File: src/rtl/seg7_capture.sv
// seg7_capture: watches a multiplexed active-low 7-segment bus and rebuilds
// the hex value shown on every digit. A (digit, pattern) pair has to stay
// put for STABLE_CYCLES registered samples before it is captured. This keeps
// ghost patterns seen during scan transitions out of the digit registers.
module seg7_capture #(
  parameter int NUM_DIGITS    = 4,
  parameter int STABLE_CYCLES = 4
) (
  input  logic                    clk,
  input  logic                    rst,
  input  logic [6:0]              seg_in,
  input  logic [NUM_DIGITS-1:0]   an_in,
  input  logic                    clr_err,
  output logic [4*NUM_DIGITS-1:0] digits_out,
  output logic [NUM_DIGITS-1:0]   digit_valid,
  output logic                    upd_valid,
  output logic [2:0]              upd_idx,
  output logic [3:0]              upd_value,
  output logic                    err_pattern,
  output logic                    err_sticky
);

  localparam int CW = $clog2(STABLE_CYCLES + 1);
  localparam logic [CW-1:0] SC  = CW'(STABLE_CYCLES);
  localparam logic [CW-1:0] ONE = CW'(1);

  typedef enum logic [1:0] {IDLE, TRACK, HELD} state_t;

  // Inverse of the board's hex decoder. Returns {err, value}.
  function automatic logic [4:0] lookup(input logic [6:0] s);
    case (s)
      7'b1000000: lookup = 5'h00;
      7'b1111001: lookup = 5'h01;
      7'b0100100: lookup = 5'h02;
      7'b0110000: lookup = 5'h03;
      7'b0011001: lookup = 5'h04;
      7'b0010010: lookup = 5'h05;
      7'b0000010: lookup = 5'h06;
      7'b1111000: lookup = 5'h07;
      7'b0000000: lookup = 5'h08;
      7'b0011000: lookup = 5'h09;
      7'b1111111: lookup = 5'h0F;
      default:    lookup = 5'h1E;
    endcase
  endfunction

  logic [6:0]            seg_q;
  logic [NUM_DIGITS-1:0] an_q;
  state_t                state_q, state_d;
  logic [CW-1:0]         cnt_q, cnt_d;
  logic [2:0]            idx_q, idx_d;
  logic [6:0]            pat_q, pat_d;

  logic [NUM_DIGITS-1:0][3:0] digits_q;
  logic [NUM_DIGITS-1:0]      vld_q;
  logic                       upd_valid_q, err_pattern_q, err_sticky_q;
  logic [2:0]                 upd_idx_q;
  logic [3:0]                 upd_value_q;

  logic       qual, same, cap, wr, lk_err, cur_vld;
  logic [2:0] sidx;
  logic [3:0] nlow, lk_val, cur_val;

  // Input sample registers; every decision below uses these copies.
  always_ff @(posedge clk) begin
    if (rst) begin
      seg_q <= 7'h7F;
      an_q  <= '1;
    end else begin
      seg_q <= seg_in;
      an_q  <= an_in;
    end
  end

  // Strobe qualification: exactly one anode low selects a digit.
  always_comb begin
    nlow = '0;
    sidx = '0;
    for (int i = 0; i < NUM_DIGITS; i++) begin
      if (!an_q[i]) begin
        nlow = nlow + 4'd1;
        sidx = i[2:0];
      end
    end
    qual = (nlow == 4'd1);
  end

  // State and tracking registers.
  always_ff @(posedge clk) begin
    if (rst) begin
      state_q <= IDLE;
      cnt_q   <= '0;
      idx_q   <= '0;
      pat_q   <= 7'h7F;
    end else begin
      state_q <= state_d;
      cnt_q   <= cnt_d;
      idx_q   <= idx_d;
      pat_q   <= pat_d;
    end
  end

  // Next state: count how long the current pair has held, capture once at threshold.
  always_comb begin
    state_d = state_q;
    cnt_d   = cnt_q;
    idx_d   = idx_q;
    pat_d   = pat_q;
    cap     = 1'b0;
    same    = (idx_q == sidx) && (pat_q == seg_q);
    if (!qual) begin
      state_d = IDLE;
      cnt_d   = '0;
    end else if (state_q != IDLE && same) begin
      if (state_q == TRACK) begin
        if (cnt_q < SC) cnt_d = cnt_q + ONE;
        if (cnt_d == SC) begin
          cap     = 1'b1;
          state_d = HELD;
        end
      end
    end else begin
      state_d = TRACK;
      cnt_d   = ONE;
      idx_d   = sidx;
      pat_d   = seg_q;
      if (cnt_d == SC) begin
        cap     = 1'b1;
        state_d = HELD;
      end
    end
  end

  // Decode the captured pattern and decide whether it changes the stored digit.
  always_comb begin
    {lk_err, lk_val} = lookup(seg_q);
    cur_val = '0;
    cur_vld = 1'b0;
    for (int i = 0; i < NUM_DIGITS; i++) begin
      if (sidx == i[2:0]) begin
        cur_val = digits_q[i];
        cur_vld = vld_q[i];
      end
    end
    wr = cap && (!cur_vld || cur_val != lk_val);
  end

  // Digit registers, update pulse and error flags.
  always_ff @(posedge clk) begin
    if (rst) begin
      digits_q      <= '0;
      vld_q         <= '0;
      upd_valid_q   <= 1'b0;
      upd_idx_q     <= '0;
      upd_value_q   <= '0;
      err_pattern_q <= 1'b0;
      err_sticky_q  <= 1'b0;
    end else begin
      upd_valid_q   <= wr;
      err_pattern_q <= wr && lk_err;
      if (wr) begin
        upd_idx_q   <= sidx;
        upd_value_q <= lk_val;
        for (int i = 0; i < NUM_DIGITS; i++) begin
          if (sidx == i[2:0]) begin
            digits_q[i] <= lk_val;
            vld_q[i]    <= 1'b1;
          end
        end
      end
      // A new error on the same cycle as clr_err leaves the flag set.
      if (wr && lk_err)  err_sticky_q <= 1'b1;
      else if (clr_err)  err_sticky_q <= 1'b0;
    end
  end

  assign digits_out  = digits_q;
  assign digit_valid = vld_q;
  assign upd_valid   = upd_valid_q;
  assign upd_idx     = upd_idx_q;
  assign upd_value   = upd_value_q;
  assign err_pattern = err_pattern_q;
  assign err_sticky  = err_sticky_q;

endmodule

File: config.mk
export PLATFORM = sky130hd
export DESIGN_NAME = seg7_capture
export DESIGN_NICKNAME = d
export VERILOG_FILES = /design/src/rtl/seg7_capture.sv
export SDC_FILE = /design/constraint.sdc
export NUM_CORES = 1
export LEC_CHECK = 0
export ABC_AREA = 1
export BUFFER_PORTS_ARGS = -buffer_cell sky130_fd_sc_hd__clkbuf_2
export CAP_MARGIN = 20
export CORE_MARGIN = 1
export CORE_UTILIZATION = 57
export DETAILED_ROUTE_END_ITERATION = 10
export PLACE_DENSITY = 0.78
export SETUP_SLACK_MARGIN = 0.4
export SYNTH_ARGS = -nofsm -noshare
export SYNTH_HDL_FRONTEND = slang
export SYNTH_SLANG_ARGS = --single-unit
File: constraint.sdc
create_clock -name clk -period 3.8 [get_ports clk]
set_clock_uncertainty 0.2 [all_clocks]
set_input_delay 0.38 -clock clk [delete_from_list [all_inputs] [get_ports clk]]
set_output_delay 0.38 -clock clk [all_outputs]
set_load 0.02 [all_outputs]
==> results of run 1 <==
==> sequential cells by signal, summed over array words and instances, names as in the netlist <==
register / count
cnt_q: 3
upd_idx: 2
digit_valid: 4
idx_q: 2
upd_valid: 1
an_q: 4
err_pattern: 1
seg_q: 7
digits_out: 16
pat_q: 7
state_q: 2
err_sticky: 1
upd_value: 4
==> per-layer routing <==
metal	vias up	GRT usage	wire, um
li1	1398	-	-
met1	1174	0.342	3210
met3	7	0.0379	382
met4	0	0.0692	54
met2	99	0.351	2750
met5	-	0	0
==> Yosys cell counts, drive strengths merged <==
cell | instances | area, um^2
nand2 | 108 | 468
nor2 | 71 | 324
inv | 66 | 250
dfxtp | 54 | 1080
nand3 | 22 | 195
o21ai | 19 | 98.8
or2 | 14 | 87.6
a21oi | 12 | 63.8
nor3 | 11 | 76.3
o211ai | 9 | 67.6
nand4 | 7 | 43.8
buf | 4 | 40.0
clkbuf | 4 | 15.0
ha | 4 | 50.1
xnor2 | 4 | 35.0
xor2 | 3 | 26.3
and2 | 2 | 15.0
o22ai | 2 | 12.5
conb | 1 | 3.75
mux2i | 1 | 10.0
nand3b | 1 | 7.51
nor4 | 1 | 6.26
o2111ai | 1 | 8.76
o221ai | 1 | 8.76
==> worst max-delay path: cells and delay by family (launching register included) <==
| family | cells | cell delay, ns |
|---|---|---|
| AO/OA/AOI/OAI | 1 | 0.29 |
| adder cells (fa/ha/maj) | 2 | 0.53 |
| buffers and inverters | 2 | 0.16 |
| flip-flops | 1 | 0.36 |
| multiplexers | 1 | 0.18 |
| AND/OR/NAND/NOR | 6 | 1.26 |
==> final timing paths <==
kind / from / endpoint / slack, ns / cells past startpoint
setup / recovery: an_q[1]$_SDFF_PP1_ / upd_value[2]$_SDFFE_PP0N_ / 0.72 / 12
hold / removal: an_in[1] / an_q[1]$_SDFF_PP1_ / 0.04 / 2
setup reg to reg: an_q[1]$_SDFF_PP1_ / upd_value[2]$_SDFFE_PP0N_ / 0.72 / 12
hold reg to reg: digit_valid[3]$_SDFFE_PP0P_ / digit_valid[3]$_SDFFE_PP0P_ / 0.28 / 2
==> placed cells by master, fill, tap and decap left out, types with 2 or more instances in the layout <==
cell type  count
a21oi_1       11
clkbuf_2      42
clkbuf_8       5
dfxtp_1       54
ha_1           4
inv_1         54
inv_2         11
nand2_1       91
nand2_2       13
nand2_4        4
nand3_1       14
nand3_2        2
nand3_4        6
nand4_1        7
nor2_1        58
nor2_2         8
nor2_4         5
nor3_1         8
nor3_2         2
o211ai_1       9
o21ai_0       13
o21ai_1        5
o22ai_1        2
or2_2         13
xnor2_1        4
xor2_1         3
==> cell families after synthesis <==
logic type	synth area share
compound gates	0.0869
buf+inv	0.102
other cells	0.00125
mux	0.00334
flops	0.361
fa+ha+maj	0.0167
xor+xnor	0.0205
simple gates	0.409
==> final cells by class <==
| class | instances | area (um^2) | share of cell area |
|---|---|---|---|
| Clock buffer | 5 | 68.8 | 0.0205 |
| Tap cell | 70 | 87.6 | 0.0261 |
| Clock inverter | 3 | 48.8 | 0.0145 |
| Sequential cell | 54 | 1080 | 0.322 |
| Inverter | 66 | 250 | 0.0746 |
| Multi-Input combinational cell | 294 | 1610 | 0.479 |
| Timing Repair Buffer | 42 | 210 | 0.0626 |
==> report_power, final <==
group | internal (mW) | switching, mW
logic | 0.0671 | 0.123
clock network | 0.201 | 0.200
registers | 0.590 | 0.0228
==> flow_metrics.tcl, run 1 <==
set metrics [dict create \
    status "finished, final reports clean" \
    clkTransAtPathRegs_ns 0.10 \
    powerDensity_nw_per_um2 359 \
    final_core_util 0.661 \
    grt_max_degree 34 \
    grt-ovfl-total 0 \
    insertion_delay_ns 0.32 \
    slew_violations 0 \
    finalCritPeriodShare 0.810 \
    track_usage 0.234 \
    yosys_register_bits 54 \
    dp_slack_ns 0.792 \
    synth.net_count 440 \
    drt-vias-per-instance 5.01 \
    synth_area_per_cell_um2 7.10 \
    grt_pass1_vias 2087 \
    path_cells "inv_1 -> ha_1 -> or2_1 -> and2_1 -> inv_1 -> ha_1 -> mux2i_1 -> nand3_2 -> nor3_2 -> nand2_4 -> o21ai_0 -> nor2_1" \
    drc_errors 0 \
    dp_hpwl_um 4770 \
    critical_path.max_fanout 9 \
    ant_nets 0 \
    dieArea_um2 5550 \
    ioPinCount 44 \
    ctsHoldBuffers 0 \
    cp_slowest_cell "nor3_2" \
    min_period_ns 3.08 \
    leakage_nw 1.69 \
    ctsResizeCount 0 \
    rows 26 \
    syn_area_um2 3000 \
    avgRoutedWirePerCell_um 12.0 \
    post_cts_buffers 0 \
    finalSetupTns_ns 0 \
    core_um2 5070 \
    tritoncts "done" \
    synthCells 422 \
    hold_viol 0 \
    synth_seq_area_share 0.361 \
    crit_path_start_kind "register" \
    post_dp_cell_area_um2 3240 \
    die_w_um 74.5 \
    slew_headroom 0.312 \
    dpl.cell_count 526 \
    area_growth_pct 12.0 \
    worst_ir_drop_vdd_uv 273 \
    grt_pass1_wl_um 9810 \
    rsz0062_at_grt "false" \
    cap_violations 0 \
    power_mw 1.20 \
    whs_ns 0.0443 \
    dr.pass1.iters 5 \
    cts_root_buf "clkbuf_8" \
    io_buffers 42 \
    cp.required_ns 3.81 \
    crit_type "reg2reg" \
    drive_above_1_share 0.256 \
    clock_sinks 54 \
    end_kind "register" \
    antenna_found_initial 0 \
    gp_congestion 0.916 \
    n_fill_cell 474 \
    htree_levels 2 \
    final_cells 534 \
    setup_viol 0 \
    cts_made_buffers 5 \
    critical_path_arrival_ns 3.09 \
    final_cell_area_um2 3360 \
    die_h_um 74.5 \
    nNetsFinal 481 \
    hp-class "in2reg" \
    max_stage_delay_ns 0.51 \
    worst_slack_ns 0.722 \
    vias 2678 \
    worstMarginPinSlew_ns 1.03 \
    wl_um 6390 \
    fmax_mhz 325 \
    yosysWarnings 0 \
    diodes 0 \
    drt_iter0_markers 178 \
    floorplan.initialDensity 0.590 \
    ys_types 41 \
    clockBufferDepth 2 \
]
(Power assumes the default switching activity.)
==> inputs of run 2 (changes only) <==
==> constraint.sdc (replaced) <==
create_clock -name clk -period 3.04 [get_ports clk]
set_clock_uncertainty 0.2 [all_clocks]
set_input_delay 0.304 -clock clk [delete_from_list [all_inputs] [get_ports clk]]
set_output_delay 0.304 -clock clk [all_outputs]
set_load 0.02 [all_outputs]
==> run 2 against run 1 <==
Worst setup slack got worse by 0.21 ns. Fmax increased by 22%. Cell area increased by 8.5%. Non-clock buffer count increased by 22.
==> flow_metrics.tcl, run 2 (synthesized netlist as in run 1, its figures left out) <==
set metrics [dict create \
    grt_max_degree 22 \
    worst-path-stages 13 \
    grt_pass1_vias 2428 \
    avgRoutedWirePerCell_um 12.6 \
    r2r-end "digits_out[14]$_SDFFE_PP0P_" \
    floorplan.initialDensity 0.590 \
    p_int_mw 1.08 \
    die_h_um 74.5 \
    final_cells 556 \
    cts_root_buf "clkbuf_8" \
    timing.rr.start "an_q[1]$_SDFF_PP1_" \
    dr.pass1.iters 4 \
    end_kind "register" \
    crit_buf_inv 2 \
    worst-r2r-setup-slack_ns 0.51 \
    mostFrequentLayoutCells "nand2_1, nor2_1, inv_1" \
    insertion_delay_ns 0.31 \
    track_usage 0.263 \
    dieArea_um2 5550 \
    drt-vias-per-instance 5.11 \
    wl_um 6990 \
    routed.top_layer "met4" \
    startpoint "an_q[1]$_SDFF_PP1_" \
    gp_congestion 0.880 \
    critical_path_arrival_ns 2.54 \
    drive_above_1_share 0.311 \
    leakage_nw 1.80 \
    rsz0062_at_grt "true" \
    clock_sinks 54 \
    cap_violations 0 \
    path_cells "inv_4 -> ha_4 -> or2_1 -> and2_4 -> inv_4 -> ha_4 -> nand2_2 -> xnor2_2 -> nand3_4 -> nor3_4 -> nand2_4 -> nor3_1 -> nor2_2" \
    multi_input_area_um2 1690 \
    fmax_mhz 395 \
    final_common_cell "nand2_1" \
    regArea_um2 1090 \
    ioPinCount 44 \
    m1WireLength_um 3120 \
    power_frac_seq 0.509 \
    finalCritPeriodShare 0.832 \
    diodes 0 \
    pwr-share-comb 0.183 \
    reg2regPathDepth 13 \
    cp.required_ns 3.06 \
    slew_headroom 0.597 \
    slew_violations 0 \
    crit_path_start_kind "register" \
    io_buffers 42 \
    finalSetupTns_ns 0 \
    drt_iter0_markers 190 \
    max_stage_delay_ns 0.36 \
    grt-ovfl-total 0 \
    hold_viol 0 \
    swShare 0.286 \
    p_switching_mw 0.430 \
    endpoint "digits_out[14]$_SDFFE_PP0P_" \
    dpl.cell_count 529 \
    htree_levels 2 \
    min_period_ns 2.53 \
    met3_length_um 485 \
    worst_ir_drop_vdd_uv 394 \
    powerDensity_nw_per_um2 413 \
    clockBufferDepth 2 \
    area_growth_pct 21.6 \
    ant_nets 0 \
    n_fill_cell 409 \
    cp_slowest_cell "dfxtp_2" \
    grt_pass1_wl_um 11000 \
    vias 2843 \
    hp-class "in2reg" \
    clkTransAtPathRegs_ns 0.09 \
    antenna_found_initial 0 \
    tritoncts "done" \
    dp_hpwl_um 4920 \
    drc_errors 0 \
    crit_type "reg2reg" \
    p_clk_frac 0.308 \
    cts_made_buffers 5 \
    path_delay_family "simple AND/OR/NAND/NOR gates" \
    core_um2 5070 \
    die_w_um 74.5 \
    setup_viol 0 \
    status "finished, final reports clean" \
    route.met2.wl_um 3250 \
    rows 26 \
    critical_path.max_fanout 9 \
    worstMarginPinSlew_ns 0.604 \
    nNetsFinal 503 \
    largest_register_ffs 16 \
]
-- run 2: changes by cell type in the layout (fill, tap and decap cells not counted), moves of 3 or more --
cell / delta
inv_1: -3
dfxtp_1: -4
clkbuf_8: +3
dlygate4sd3_1: +11
nand2_2: +7
buf_4: +10
nand2_1: -7
dfxtp_2: +4
o21ai_0: -3
-- run 2: layout make-up --
cell class	instances	share of cell area
clock buffer	8	0.0302
multi-input combinational	294	0.465
sequential	54	0.298
timing repair buffer	64	0.112
tap	70	0.0240
inverter	66	0.0708
-- run 2: how the worst min path moves through the flow --
stage,startpoint,end,slack [ns],cells after the start
floorplan,an_in[0],an_q[0]$_SDFF_PP1_,0.21,1
detailed placement,digit_valid[2]$_SDFFE_PP0P_,digit_valid[2]$_SDFFE_PP0P_,0.26,2
global placement,digit_valid[2]$_SDFFE_PP0P_,digit_valid[2]$_SDFFE_PP0P_,0.27,2
CTS,clr_err,err_sticky$_SDFFE_PP0P_,0.06,3
finish,clr_err,err_sticky$_SDFFE_PP0P_,0.06,3
global route,clr_err,err_sticky$_SDFFE_PP0P_,0.05,3
-- run 2: worst register-to-register path: stages (launching register included) --
cell and delay, ns:
dfxtp_2 0.36, inv_4 0.04, ha_4 0.23, or2_1 0.22, and2_4 0.15, inv_4 0.05
ha_4 0.12, nand2_2 0.06, xnor2_2 0.21, nand3_4 0.13, nor3_4 0.25, nand2_4 0.14
nor3_1 0.22, nor2_2 0.05
-- run 2: per-stage QoR --
step	setup slack, ns	utilization	hold slack, ns	total power [mW]	cell area (um^2)
after global placement	0.378	0.644	0.266	1.01	3270
after CTS	0.412	0.695	0.0584	1.48	3530
after global routing	0.337	0.718	0.0543	1.58	3640
after detailed placement	0.274	0.644	0.263	1.02	3270
after floorplan	0.410	-	0.208	0.967	3000
final	0.511	0.718	0.0598	1.51	3640
-- run 2: timing repair --
item                                   CTS  global route
hold buffers                            11             0
resized for setup                        5            23
setup endpoints to repair               30            30
setup buffers                            2             6
endpoints found under the hold margin   11             0
pin swaps                                3            13
-- run 2: power groups by stage --
stage	clock (mW)	sequential [mW]	combinational [mW]
after floorplan	0	0.774	0.193
final	0.464	0.766	0.276
after global placement	0	0.780	0.230
after detailed placement	0	0.781	0.237
after CTS	0.467	0.765	0.253
after global routing	0.501	0.771	0.306
-- run 2: per-layer routing --
metal,vias up,track usage
met5,-,0
met2,100,0.402
met1,1274,0.361
li1,1458,-
met3,11,0.0583
met4,0,0.105
